==> src/rtl/ray_sphere_discriminant.sv <==
// Ray/sphere discriminant b*b - a*(c - R_SQ) from three streamed dot products, with hit flag.
// Define RAY_HIT_COUNT_EN to add a saturating hit_count output.
module ray_sphere_discriminant #(
  parameter int              W    = 19,
  parameter logic [W-1:0]    R_SQ = '0
) (
  input  logic                  clk,
  input  logic                  rst_n,
  input  logic                  in_valid,
  output logic                  in_ready,
  input  logic [W-1:0]          in_scalar,
  output logic                  out_valid,
  input  logic                  out_ready,
  output logic signed [2*W+1:0] out_disc,
  output logic                  out_hit
`ifdef RAY_HIT_COUNT_EN
  ,
  output logic [15:0]           hit_count
`endif
);

  typedef enum logic [2:0] {COLLECT, MUL_BB, MUL_AC, SUB, OUT} state_t;

  state_t state, next_state;
  logic [1:0] beat;
  logic ready_en;
  logic signed [W-1:0]   a, b, c;
  logic signed [2*W-1:0] bb;
  logic signed [2*W+1:0] ac;
  logic signed [W:0]     c_adj, mul_x, mul_y;
  logic signed [2*W+1:0] prod, disc_next;
  logic accept;

  // ready_en keeps in_ready low until the first edge after reset release.
  assign in_ready  = ready_en && (state == COLLECT);
  assign out_valid = (state == OUT);
  assign accept    = in_valid && in_ready;

  assign c_adj     = {c[W-1], c} - {1'b0, R_SQ};
  assign prod      = mul_x * mul_y;
  assign disc_next = {{2{bb[2*W-1]}}, bb} - ac;

  // NOTE: sequential state uses non-blocking (<=) so every register samples pre-edge values.
  always_ff @(posedge clk or negedge rst_n) begin
    if (!rst_n) begin
      state    <= COLLECT;
      ready_en <= 1'b0;
    end else begin
      state    <= next_state;
      ready_en <= 1'b1;
    end
  end

  // NOTE: every always_comb output gets a default first so no latch is inferred.
  always_comb begin
    next_state = state;
    unique case (state)
      COLLECT: if (accept && beat == 2'd2) next_state = MUL_BB;
      MUL_BB:  next_state = MUL_AC;
      MUL_AC:  next_state = SUB;
      SUB:     next_state = OUT;
      OUT:     if (out_ready) next_state = COLLECT;
      default: next_state = COLLECT;
    endcase
  end

  // One multiplier: b*b in MUL_BB, a*(c - R_SQ) otherwise.
  always_comb begin
    mul_x = {a[W-1], a};
    mul_y = c_adj;
    if (state == MUL_BB) begin
      mul_x = {b[W-1], b};
      mul_y = {b[W-1], b};
    end
  end

  always_ff @(posedge clk or negedge rst_n) begin
    if (!rst_n) begin
      beat     <= 2'd0;
      a        <= '0;
      b        <= '0;
      c        <= '0;
      bb       <= '0;
      ac       <= '0;
      out_disc <= '0;
      out_hit  <= 1'b0;
    end else begin
      if (accept) begin
        unique case (beat)
          2'd0:    a <= in_scalar;
          2'd1:    b <= in_scalar;
          default: c <= in_scalar;
        endcase
        beat <= (beat == 2'd2) ? 2'd0 : beat + 2'd1;
      end
      if (state == MUL_BB) bb <= prod[2*W-1:0];
      if (state == MUL_AC) ac <= prod;
      if (state == SUB) begin
        out_disc <= disc_next;
        out_hit  <= !disc_next[2*W+1] && (a != '0);
      end
    end
  end

`ifdef RAY_HIT_COUNT_EN
  always_ff @(posedge clk or negedge rst_n) begin
    if (!rst_n) begin
      hit_count <= '0;
    end else if (out_valid && out_ready && out_hit && hit_count != 16'hFFFF) begin
      hit_count <= hit_count + 16'd1;
    end
  end
`else
  // Base build keeps no hit statistics.
`endif

endmodule

==> config.mk <==
export PLATFORM = sky130hd
export DESIGN_NAME = ray_sphere_discriminant
export DESIGN_NICKNAME = d
export VERILOG_FILES = /design/src/rtl/ray_sphere_discriminant.sv
export SDC_FILE = /design/constraint.sdc
export NUM_CORES = 1
export LEC_CHECK = 0
export CAP_MARGIN = 20
export CORE_MARGIN = 4
export CORE_UTILIZATION = 45
export CTS_BUF_LIST = sky130_fd_sc_hd__clkbuf_16
export DETAILED_ROUTE_END_ITERATION = 16
export HOLD_SLACK_MARGIN = 0.1
export SYNTH_ARGS = -nofsm -noshare
export SYNTH_HDL_FRONTEND = slang
export SYNTH_SLANG_ARGS = --single-unit
==> constraint.sdc <==
create_clock -name clk -period 16.25 [get_ports clk]
set_input_delay 3.25 -clock clk [delete_from_list [all_inputs] [get_ports clk]]
set_output_delay 3.25 -clock clk [all_outputs]
set_load 0.005 [all_outputs]
==> metrics.csv, run 1 <==
metric;value;unit
tns;0;ps
dp_hpwl;48800;um
async_reset_ff_frac;1.00;
hp-class;reg -> reg;
layout-drive-gt1-share;0.0550;
grt_overflow;0;
dr.pass1.iters;6;
clk_pin_slew;80;ps
grt_pass1_vias;17816;
layout_min_cycle_time;9360;ps
crit_path_top_delay_cell;a21oi_1;
io_pins;66;
portBuffers;65;
cts_max_level;4;
grt_pass1_wl;98100;um
skew;11.3;ps
vias;16892;
drt_iter0_markers;895;
status;completed;
worstSetupPathType;reg -> reg;
coreArea;51200;um^2
track_usage;0.224;
post_cts_resized;0;
max_slew_margin;0.211;
syn_inst;2541;
clock_latency;490;ps
cp-end-kind;flip-flop;
hold_violations;0;
dp_slack;6930;ps
fmax;107;MHz
num_rows;83;
place_congestion;0.979;
wl_per_cell;18.4;um
cts_hold_buf;0;
setup_violations;0;
crit_top_cell;fa_1;
worst_slack;6890;ps
finish.net_count;3145;
syn_nets;3119;
worst_slew_pin_slew;1180;ps
post-cts-setup-buffers;0;
grt_max_degree;102;
cts_tree;done;
wl;59800;um
post_synth.cell_area_avg;9.15;um^2
n_antenna_cell;0;
regArea;4550;um^2
synth_top_area_frac;0.352;
yosysWarnings;0;
die_h;235;um
synth.area.top_cells;fa_1 35%, dfrtp_1 20%, ha_1 7.9%;
multi_input_area;16600;um^2
start_util;0.454;
ant_nets;0;
synth_enable_flop_cells;0;
cts_buffers;17;
crit_fanout;101;
synth_flop_cell;dfrtp_1;
critPathLaunchType;flip-flop;
seq_area_frac_synth;0.196;
die_w;235;um
yosysTopAreaCell;fa_1;
synth_cell_type_count;70;
synth_seq_cells;182;
post-route-period-util;0.576;
syn_area;23200;um^2
antenna_found_initial;1;
viasPerCell;5.18;
cts-root-buf;clkbuf_16;
syn2layout_area_growth;8.77;%
crit_required;16600;ps
synth.most_common_cell;inv_1;
cap_violations;0;
crit_arrival;9710;ps
synth_commonest_cells;484 x inv_1, 409 x fa_1, 396 x nand2_1;
clock-sinks;182;
cpPeakStageDelay;1060;ps
drv_slew;0;
rsz0062_at_grt;false;
post-route-drc-count;0;
crit_buf_inv;5;
num-fill-cells;4841;
die-area;55300;um^2
cts.path.max_buffers;2;
crit_family;adder cells;
==> registers in the layout (all words and copies together) (netlist names) <==
signal and flops:
c 19, out_hit 1, bb 38, beat 2
b 19, state 3, ready_en 1, ac 40
a 19, out_disc 40
==> per-stage QoR <==
stage | cell area, um^2 | hold WS (ps) | utilization | std cells
final | 25300 | 477 | 0.494 | 3260
after global routing | 25300 | 494 | 0.494 | 3260
after CTS | 25300 | 482 | 0.493 | 3258
after detailed placement | 24600 | 465 | 0.481 | 3226
after global placement | 24600 | 460 | 0.481 | 3225
after floorplan | 23200 | 450 | - | 2541
==> cells by family after synthesis <==
family	Yosys count	share of synthesized area
compound gates	354	0.0912
simple gates	739	0.129
mux	61	0.0296
fa+ha+maj	555	0.431
other cells	1	0.000161
xor+xnor	80	0.0301
buf+inv	569	0.0928
flops	182	0.196
==> path summary, 6_finish.rpt <==
check                             startpoint            to  slack, ps  depth (start not counted)
worst max-delay path                state[2]        ac[39]       6890                         26
worst min-delay path            out_disc[15]  out_disc[15]        480                          2
worst max register to register      state[2]        ac[39]       6890                         26
worst min register to register  out_disc[15]  out_disc[15]        480                          2
max in group asynchronous              rst_n        ac[29]      11600                          3
min in group asynchronous              rst_n         c[15]       2730                          1
==> layer usage <==
metal	global-route usage	wire, um
met4	0.0799	1940
met2	0.342	26000
met5	0	0
met1	0.323	27700
met3	0.0444	4120
==> cells in the final DEF, fill, tap and decap left out, types with 24 or more instances in the layout <==
master | synthesis | final
inv_1 | 484 | 484
fa_1 | 409 | 409
nand2_1 | 396 | 395
nor2_1 | 250 | 250
dfrtp_1 | 182 | 182
ha_1 | 146 | 146
o21ai_0 | 126 | 126
a21oi_1 | 99 | 92
clkdlybuf4s50_1 | 0 | 64
mux2_2 | 61 | 61
xnor2_1 | 54 | 54
a21o_1 | 40 | 40
xor2_1 | 26 | 26
buf_4 | 0 | 24
==> area by class of cell <==
class                   instances  share of cell area
clock inverters                15             0.00732
multi-input cells            1790               0.656
flip-flops and latches        182               0.180
well taps                     680              0.0337
inverters                     484              0.0719
repair buffers                 92              0.0343
clock buffers                  17              0.0168
==> worst reg2reg max path, stage by stage (launching register included) <==
cell	delay, ps
dfrtp_1	450
or3b_4	620
buf_4	460
a21oi_1	1120
nor2_1	150
fa_1	520
inv_1	50
fa_1	380
fa_1	550
inv_1	60
fa_1	440
fa_1	480
fa_1	490
inv_1	50
fa_1	490
inv_1	40
ha_1	360
a21oi_1	270
a21boi_1	110
a311o_1	310
a2111o_1	480
a2111oi_4	400
o31ai_2	170
or3b_1	360
a31oi_1	200
xnor2_1	140
o21ai_1	80
Power of run 1 is not shown: default switching activity piles up to over one toggle a cycle in this logic, so the estimate is an artifact.
==> run 2: changes to the inputs <==
clock period = 9.35 ns   (was 16.25 ns; I/O delays follow)
==> metrics.csv, run 2 (synthesis results as in run 1) <==
metric;value;unit;change
fmax;112;MHz;+4.9%
syn2layout_area_growth;9.22;%;
finish.net_count;3164;;+0.60%
grt_max_degree;144;;+41%
r2r_cells;25;;-3.8%
coreArea;51200;um^2;unchanged
crit_path_top_delay_cell;a21oi_1;;
setup.worst_path.end;ac[39];;
status;completed;;
grt_overflow;0;;unchanged
multi_input_area;16600;um^2;about the same
ant_nets;0;;unchanged
viasPerCell;5.13;;-1.1%
die_w;235;um;unchanged
critPathLaunchType;flip-flop;;
vias;16810;;-0.49%
wl;59800;um;about the same
cts.path.max_buffers;2;;unchanged
crit_arrival;9280;ps;-430 ps
cts_tree;done;;
portBuffers;65;;unchanged
place_congestion;0.977;;-0.21%
die-area;55300;um^2;unchanged
worstSetupPathType;reg -> reg;;
tns;0;ps;unchanged
grt_pass1_wl;97900;um;-0.28%
io_pins;66;;unchanged
layout_min_cycle_time;8920;ps;-438 ps
r2r_start;state[1];;
regArea;4550;um^2;unchanged
skew;10.3;ps;-0.994 ps
cts-root-buf;clkbuf_16;;
cp-end-kind;flip-flop;;
crit_top_cell;fa_1;;
reg_top3;ac (40), out_disc (40), bb (38);;
num_rows;83;;unchanged
setup_violations;0;;unchanged
cpPeakStageDelay;790;ps;-270 ps
grt_pass1_vias;17855;;+0.22%
wl_per_cell;18.2;um;-0.56%
rsz0062_at_grt;false;;
drv_slew;0;;unchanged
final_cell_mix;484 x inv_1, 409 x fa_1, 395 x nand2_1;;
clk_pin_slew;80;ps;about the same
final_common_cell;inv_1;;
startpoint;state[1];;
worst_slew_pin_slew;1050;ps;-136 ps
hold_violations;0;;unchanged
start_util;0.454;;unchanged
post-route-period-util;0.954;;+0.378
num-fill-cells;4843;;+0.041%
dp_hpwl;49100;um;+0.50%
max_slew_margin;0.300;;+0.0890
antenna_found_initial;1;;unchanged
crit_fanout;55;;-46%
n_antenna_cell;0;;unchanged
track_usage;0.224;;-0.000488
r2r_end;ac[39];;
crit_required;9710;ps;-6890 ps
hp-class;reg -> reg;;
drt_iter0_markers;1047;;+17%
cts_max_level;4;;unchanged
layout-drive-gt1-share;0.0600;;+0.00498
rrSetupSlack;430;ps;-6460 ps
cap_violations;0;;unchanged
post-route-drc-count;0;;unchanged
cts_buffers;17;;unchanged
die_h;235;um;unchanged
clock_latency;490;ps;about the same
dr.pass1.iters;5;;-1
clock-sinks;182;;unchanged
==> run 2: final cells by class <==
type	instances	area share
multi-input cells	1790	0.652
flip-flops and latches	182	0.179
inverters	484	0.0716
repair buffers	111	0.0399
well taps	680	0.0335
clock buffers	17	0.0168
clock inverters	15	0.00641
==> run 2: worst min path at each step <==
stage	slack [ps]	startpoint	cells after the start	endpoint
3_5_place_dp	470	ac[27]	2	ac[27]
2_1_floorplan	450	bb[0]	1	bb[0]
6_report	480	out_disc[33]	2	out_disc[33]
5_1_grt	500	out_disc[34]	2	out_disc[34]
4_1_cts	490	out_disc[5]	2	out_disc[5]
3_3_place_gp	460	out_disc[3]	2	out_disc[3]
==> run 2: timing repair <==
item                                    4_1_cts  5_1_grt
hold buffers                                  0        0
gates resized for setup                       0        1
endpoints found under the setup margin        0        1
hold endpoints to repair                      0        0
setup buffers                                 0        0
==> run 2: worst max-delay path, delay by kind of cell, from the launching register on <==
kind	cells	cell delay, ps
buffers and inverters	5	570
AOI/OAI and AO/OA	7	2450
xor gates and xnor gates	1	140
and+or+nand+nor	4	1290
DFF	1	470
adders and majority gates	8	3780
==> run 2: per-stage QoR <==
step / hold WS, ps / instances / utilization / area (um^2) / setup slack (ps)
2_1_floorplan: 450 / 2541 / - / 23200 / 1030
3_3_place_gp: 461 / 3247 / 0.484 / 24800 / 573
3_5_place_dp: 470 / 3247 / 0.484 / 24800 / 493
4_1_cts: 487 / 3279 / 0.496 / 25400 / 464
5_1_grt: 504 / 3279 / 0.496 / 25400 / 71.2
6_report: 478 / 3279 / 0.496 / 25400 / 427
==> run 2: routing by layer <==
layer / wire length, um / track usage / part of all wire / vias to the layer above
met5: 13 / 0 / 0.00022 / -
met4: 1660 / 0.0687 / 0.028 / 2
met3: 4060 / 0.0551 / 0.068 / 86
met2: 26300 / 0.347 / 0.44 / 510
met1: 27800 / 0.315 / 0.47 / 8291
li1: - / - / - / 7921
Power of run 2 is left out for the same reason.
